**src/rtl/uart_pattern_matcher.sv**
```systemverilog
// Purpose : sliding-window matcher for a programmable 1..MAX_LEN byte sequence
//           on the UART sampler byte stream. Each hit counts once, so
//           overlapping occurrences all count.
// Latency : match pulses one cycle after the data_valid of the completing byte;
//           match_count updates on the same edge.
// Backpressure: none. A byte is accepted on every data_valid cycle, back-to-back
//           included. A pattern write in the same cycle discards that byte.
//
// Ports:
//   sys_clk      in   clock, rising edge
//   reset        in   asynchronous active-high reset
//   data_in      in   received byte, qualified by data_valid
//   data_valid   in   one-cycle byte strobe
//   pat_wr_en    in   pattern byte write strobe (also flushes the window)
//   pat_wr_addr  in   pattern index, 0 = first byte on the line
//   pat_wr_data  in   pattern byte
//   pat_len      in   active pattern length; 0 or >MAX_LEN disables matching
//   clear        in   synchronous clear of match_count
//   match        out  one-cycle pulse per detected occurrence
//   match_count  out  saturating hit counter
module uart_pattern_matcher #(
  parameter int MAX_LEN = 4,
  parameter int LEN_W   = 3,
  parameter int ADDR_W  = 2,
  parameter int CNT_W   = 16
) (
  input  logic              sys_clk,
  input  logic              reset,
  input  logic [7:0]        data_in,
  input  logic              data_valid,
  input  logic              pat_wr_en,
  input  logic [ADDR_W-1:0] pat_wr_addr,
  input  logic [7:0]        pat_wr_data,
  input  logic [LEN_W-1:0]  pat_len,
  input  logic              clear,
  output logic              match,
  output logic [CNT_W-1:0]  match_count
);

  logic [7:0]       pat  [MAX_LEN];
  logic [7:0]       hist [MAX_LEN];   // hist[0] is the newest byte
  logic [LEN_W-1:0] fill;

  logic       accept;
  logic       hit;
  logic [7:0] win [MAX_LEN];          // win[0] is the incoming byte, then the pre-shift history
  int         plen;

  always_comb begin
    accept = data_valid & ~pat_wr_en;
    plen   = int'(pat_len);
    win[0] = data_in;
    for (int i = 1; i < MAX_LEN; i++) begin
      win[i] = hist[i-1];
    end

    hit = accept && (plen >= 1) && (plen <= MAX_LEN) && ((int'(fill) + 1) >= plen);
    // The newest byte lines up with the last pattern byte. Window slot i is
    // compared against pattern index plen-1-i. The inner loop acts as the
    // variable-index mux onto pat[].
    for (int i = 0; i < MAX_LEN; i++) begin
      for (int j = 0; j < MAX_LEN; j++) begin
        if ((i < plen) && (j == plen - 1 - i) && (win[i] != pat[j])) begin
          hit = 1'b0;
        end
      end
    end
  end

  always_ff @(posedge sys_clk or posedge reset) begin
    if (reset) begin
      match       <= 1'b0;
      match_count <= '0;
      fill        <= '0;
      for (int k = 0; k < MAX_LEN; k++) begin
        pat[k]  <= 8'h00;
        hist[k] <= 8'h00;
      end
    end else begin
      match <= hit;

      if (pat_wr_en) begin
        // Addresses with no matching slot fall through, so they are ignored.
        for (int k = 0; k < MAX_LEN; k++) begin
          if (pat_wr_addr == ADDR_W'(k)) begin
            pat[k] <= pat_wr_data;
          end
        end
        fill <= '0;
      end else if (data_valid) begin
        hist[0] <= data_in;
        for (int k = 1; k < MAX_LEN; k++) begin
          hist[k] <= hist[k-1];
        end
        if (int'(fill) < MAX_LEN) begin
          fill <= fill + LEN_W'(1);
        end
      end

      // A clear that coincides with a hit still counts that hit.
      if (clear) begin
        match_count <= hit ? CNT_W'(1) : '0;
      end else if (hit && (match_count != '1)) begin
        match_count <= match_count + CNT_W'(1);
      end
    end
  end

endmodule

```
**config.mk**
```make
export PLATFORM = sky130hd
export DESIGN_NAME = uart_pattern_matcher
export DESIGN_NICKNAME = d
export VERILOG_FILES = /design/src/rtl/uart_pattern_matcher.sv
export SDC_FILE = /design/constraint.sdc
export NUM_CORES = 1
export LEC_CHECK = 0
export ABC_AREA = 1
export CORE_MARGIN = 2
export CORE_UTILIZATION = 50
export CTS_CLUSTER_SIZE = 8
export DETAILED_ROUTE_END_ITERATION = 10
export HOLD_SLACK_MARGIN = 0.02
export PLACE_DENSITY_LB_ADDON = 0.1
export SLEW_MARGIN = 20
export SYNTH_ARGS = -nofsm -noshare
export SYNTH_HDL_FRONTEND = slang
export SYNTH_SLANG_ARGS = --single-unit
```
**constraint.sdc**
```tcl
create_clock -name sys_clk -period 3.1 [get_ports sys_clk]
set_input_delay 0.62 -clock sys_clk [delete_from_list [all_inputs] [get_ports sys_clk]]
set_output_delay 0.62 -clock sys_clk [all_outputs]
set_load 0.05 [all_outputs]
```
==> results by group <==
Run status
  – Outcome: completed

Cells and area
  – Fin cells: 962
  – Final core utilization: 54.7%
  – Sequential Area: approximately 1900 um^2
  – Layout cells sized above 1: 8.59%
  – Finished Cell Area: around 6500 um^2
  – Antenna Cells: 0
  – Nets@finish: 851
  – # fillers: 1159
  – Footprint of the multi-input gates: 3290 um^2
  – Area grow syn2layout: 7.95%

Synth
  – Syn Inst Count: 814
  – Register area share after synthesis: 31.6%
  – Synth area leaders: dfrtp_1 (32%), xnor2_1 (16%), nand2_1 (15%)
  – Post-synth EDFFs: 0
  – Mapped Avg Cell Area: roughly 7.4 um^2
  – Mapped Nets: 855
  – Post-synth ARST share: 100%
  – Post-synthesis instance area: 6010 um^2
  – Most frequent cell after synthesis: nand2_1
  – Post-synth top area cell: dfrtp_1
  – Area share of the largest cell type after synthesis: 31.6%
  – Post-synth cell types: 36
  – Yosys warnings: 0
  – Flops & latches, synth: 76
  – Synth cell count leaders: nand2_1 (239), xnor2_1 (111), dfrtp_1 (76)
  – Top_reg_cell synth: dfrtp_1

Timing
  – Final setup margin: 333 ps
  – Unrepaired setup endpoints after global routing: false
  – Max-Slew Margin vs Limit: between 50% and 60%
  – Final Max Slew Viols: 0
  – Period minus WS final: roughly 2800 ps
  – Max Freq: 361 MHz
  – Post-route clock period utilization: 89.3%
  – Final hold viol count: 0
  – Endpoints failing setup: 0
  – Worst Skew: 5.65 ps
  – Worst slew pin tran: 726 ps

Place
  – Buffers added on ports: 42
  – RD Place Congestion: 0.889
  – Post-DP Area: just over 6000 um^2
  – Place WS: -46.9 ps
  – Placed insts: 946
  – DP HPWL: 10.7 mm

Global route
  – Initial antenna violation count: 0
  – First-pass GRT wire length: 23.7 mm
  – Pin count of the biggest net entering global routing: 77
  – Overflow after GRT: 0
  – Overall routing resource usage: around a quarter
  – Vias in the first global route: ~4700

Die
  – Row cnt: 40
  – Ports: 43
  – Die Wd: roughly 110 um
  – Die area: 12900 um^2
  – Die height: roughly 110 um
  – Core Area: approximately 12000 um^2
  – Starting Density: 50.7%

Pwr
  – P_leak: between 2 and 3 nW
  – Worst vdd ir: 0.341 mV
  – Pwr/cell area: 520 nW/um^2

Route
  – Via count: 4824
  – Routed len/inst: 14.7 um
  – Antenna viol nets, final: 0
  – Final wirelength: 14.1 mm
  – DR vias/cell: 5.01
  – Initial DRC Count: 244
  – Detailed Routing Iterations Pass 1: 4
  – # DRC: 0

Worst hold path
  – Hold Path Class: register to register

Clocking
  – CTS Hold Bufs: 0
  – Clock latency on the worst-skew pair: about 350 ps
  – CTS Buf Count: 9
  – # resized after CTS: 0
  – Clock Path Buffers: 2
  – CTS sink count: 76
  – Buffer count from post-CTS setup fixing: 0
  – Clk slew on worst S/H paths: 60 ps
  – CTS tree: built
  – H-Tree Level Count: 3
  – Root Driver: clkbuf_16

Worst setup path
  – Setup crit end kind: register
  – Kind of critical path: input pin to register
  – WP data arrival: 3010 ps
  – Critical Path Fanout Max: 12
  – Worst setup SP type: input pin
  – Worst EP required: 3340 ps

Run
  – Max-Cap Viols: 0
==> metrics by stage <==
step                hold WS [ps]  power [mW]  TNS (ps)
finish                       575        3.38         0
global route                 607        3.60         0
CTS                          579        3.41         0
detailed placement           559        2.40      -367
global placement             557        2.37         0
floorplan                    533        2.26         0
==> layer usage <==
layer	share of wire (%)	vias to the layer above	global-route usage [%]	routed length, um
met5	0	-	0	0
met4	2.7	0	10.8	374
met3	3.1	24	3.99	438
met2	47	83	38.4	6650
met1	47	2258	31.1	6650
li1	-	2459	-	-
==> where the power goes <==
| part | switching (mW) | internal, mW | leakage (nW) |
|---|---|---|---|
| Clock | 0.434 | 0.562 | 0.135 |
| Sequential | 0.275 | 1.11 | 0.978 |
| Combinational | 0.498 | 0.493 | 1.84 |
==> cell usage in the layout, fill, tap and decap left out, types with 2 or more instances in the layout <==
cell type | netlist | layout
nor4_1 | 2 | 2
nor2_4 | 3 | 3
xor2_1 | 17 | 17
clkdlybuf4s50_1 | 0 | 42
nor2_2 | 3 | 3
nand4_1 | 9 | 9
nor2_1 | 63 | 63
a21oi_1 | 4 | 4
nand2_1 | 239 | 239
clkbuf_16 | 0 | 9
nand3_1 | 33 | 33
xnor2_1 | 111 | 111
o21ai_0 | 58 | 58
inv_1 | 60 | 59
nor3_1 | 6 | 6
clkinv_1 | 2 | 2
ha_1 | 15 | 15
dfrtp_1 | 76 | 76
buf_4 | 4 | 16
nand2_2 | 13 | 13
inv_2 | 11 | 12
clkinvlp_4 | 0 | 2
nor3b_1 | 3 | 3
clkinv_2 | 0 | 3
==> worst max-delay path, cell delays in order <==
cell and delay (ps):
clkdlybuf4s50_1 490, inv_1 70, ha_1 200, ha_1 290, ha_1 290, a211oi_1 210, o21a_1 170, inv_1 40
nor2_1 170, nor2_4 70, nand3_4 80, nand2_4 140, nand2_1 100, nand2_1 50
==> state kept, by name, indices dropped and copies added, names as in the netlist <==
register,flops
hist,24
pat,32
match,1
fill,3
match_count,16
==> kinds of logic (layout without fill, tap and decap cells) <==
family          after synthesis  in the layout  synth area share [%]
compound gates               68             68                  5.95
xor+xnor                    128            128                  18.7
fa+ha+maj                    15             15                  3.12
buf+inv                     147            148                  13.6
flops                        76             76                  31.6
mux                           1              1                 0.187
simple gates                379            379                  26.8
==> final timing paths <==
check / from / endpoint / slack (ps) / cells past startpoint
min reg2reg: fill[2]$_DFFE_PP0P_ / fill[2]$_DFFE_PP0P_ / 580 / 1
min: fill[2]$_DFFE_PP0P_ / fill[2]$_DFFE_PP0P_ / 580 / 1
min in group asynchronous: reset / pat[26]$_DFFE_PP0P_ / 670 / 3
max reg2reg: fill[0]$_DFFE_PP0P_ / match_count[4]$_DFFE_PP0P_ / 730 / 13
max in group asynchronous: reset / fill[0]$_DFFE_PP0P_ / 2110 / 3
max: pat_len[1] / match_count[11]$_DFFE_PP0P_ / 330 / 14
==> final cells by class <==
type                       count  area share (%)
inverter                      73            4.22
timing repair buffer          59            8.64
clock inverter                 6           0.598
multi-input combinational    591            50.7
clock buffer                  10            3.68
tap                          147            2.83
sequential                    76            29.3
No activity file was read; power rests on OpenSTA's default activity.
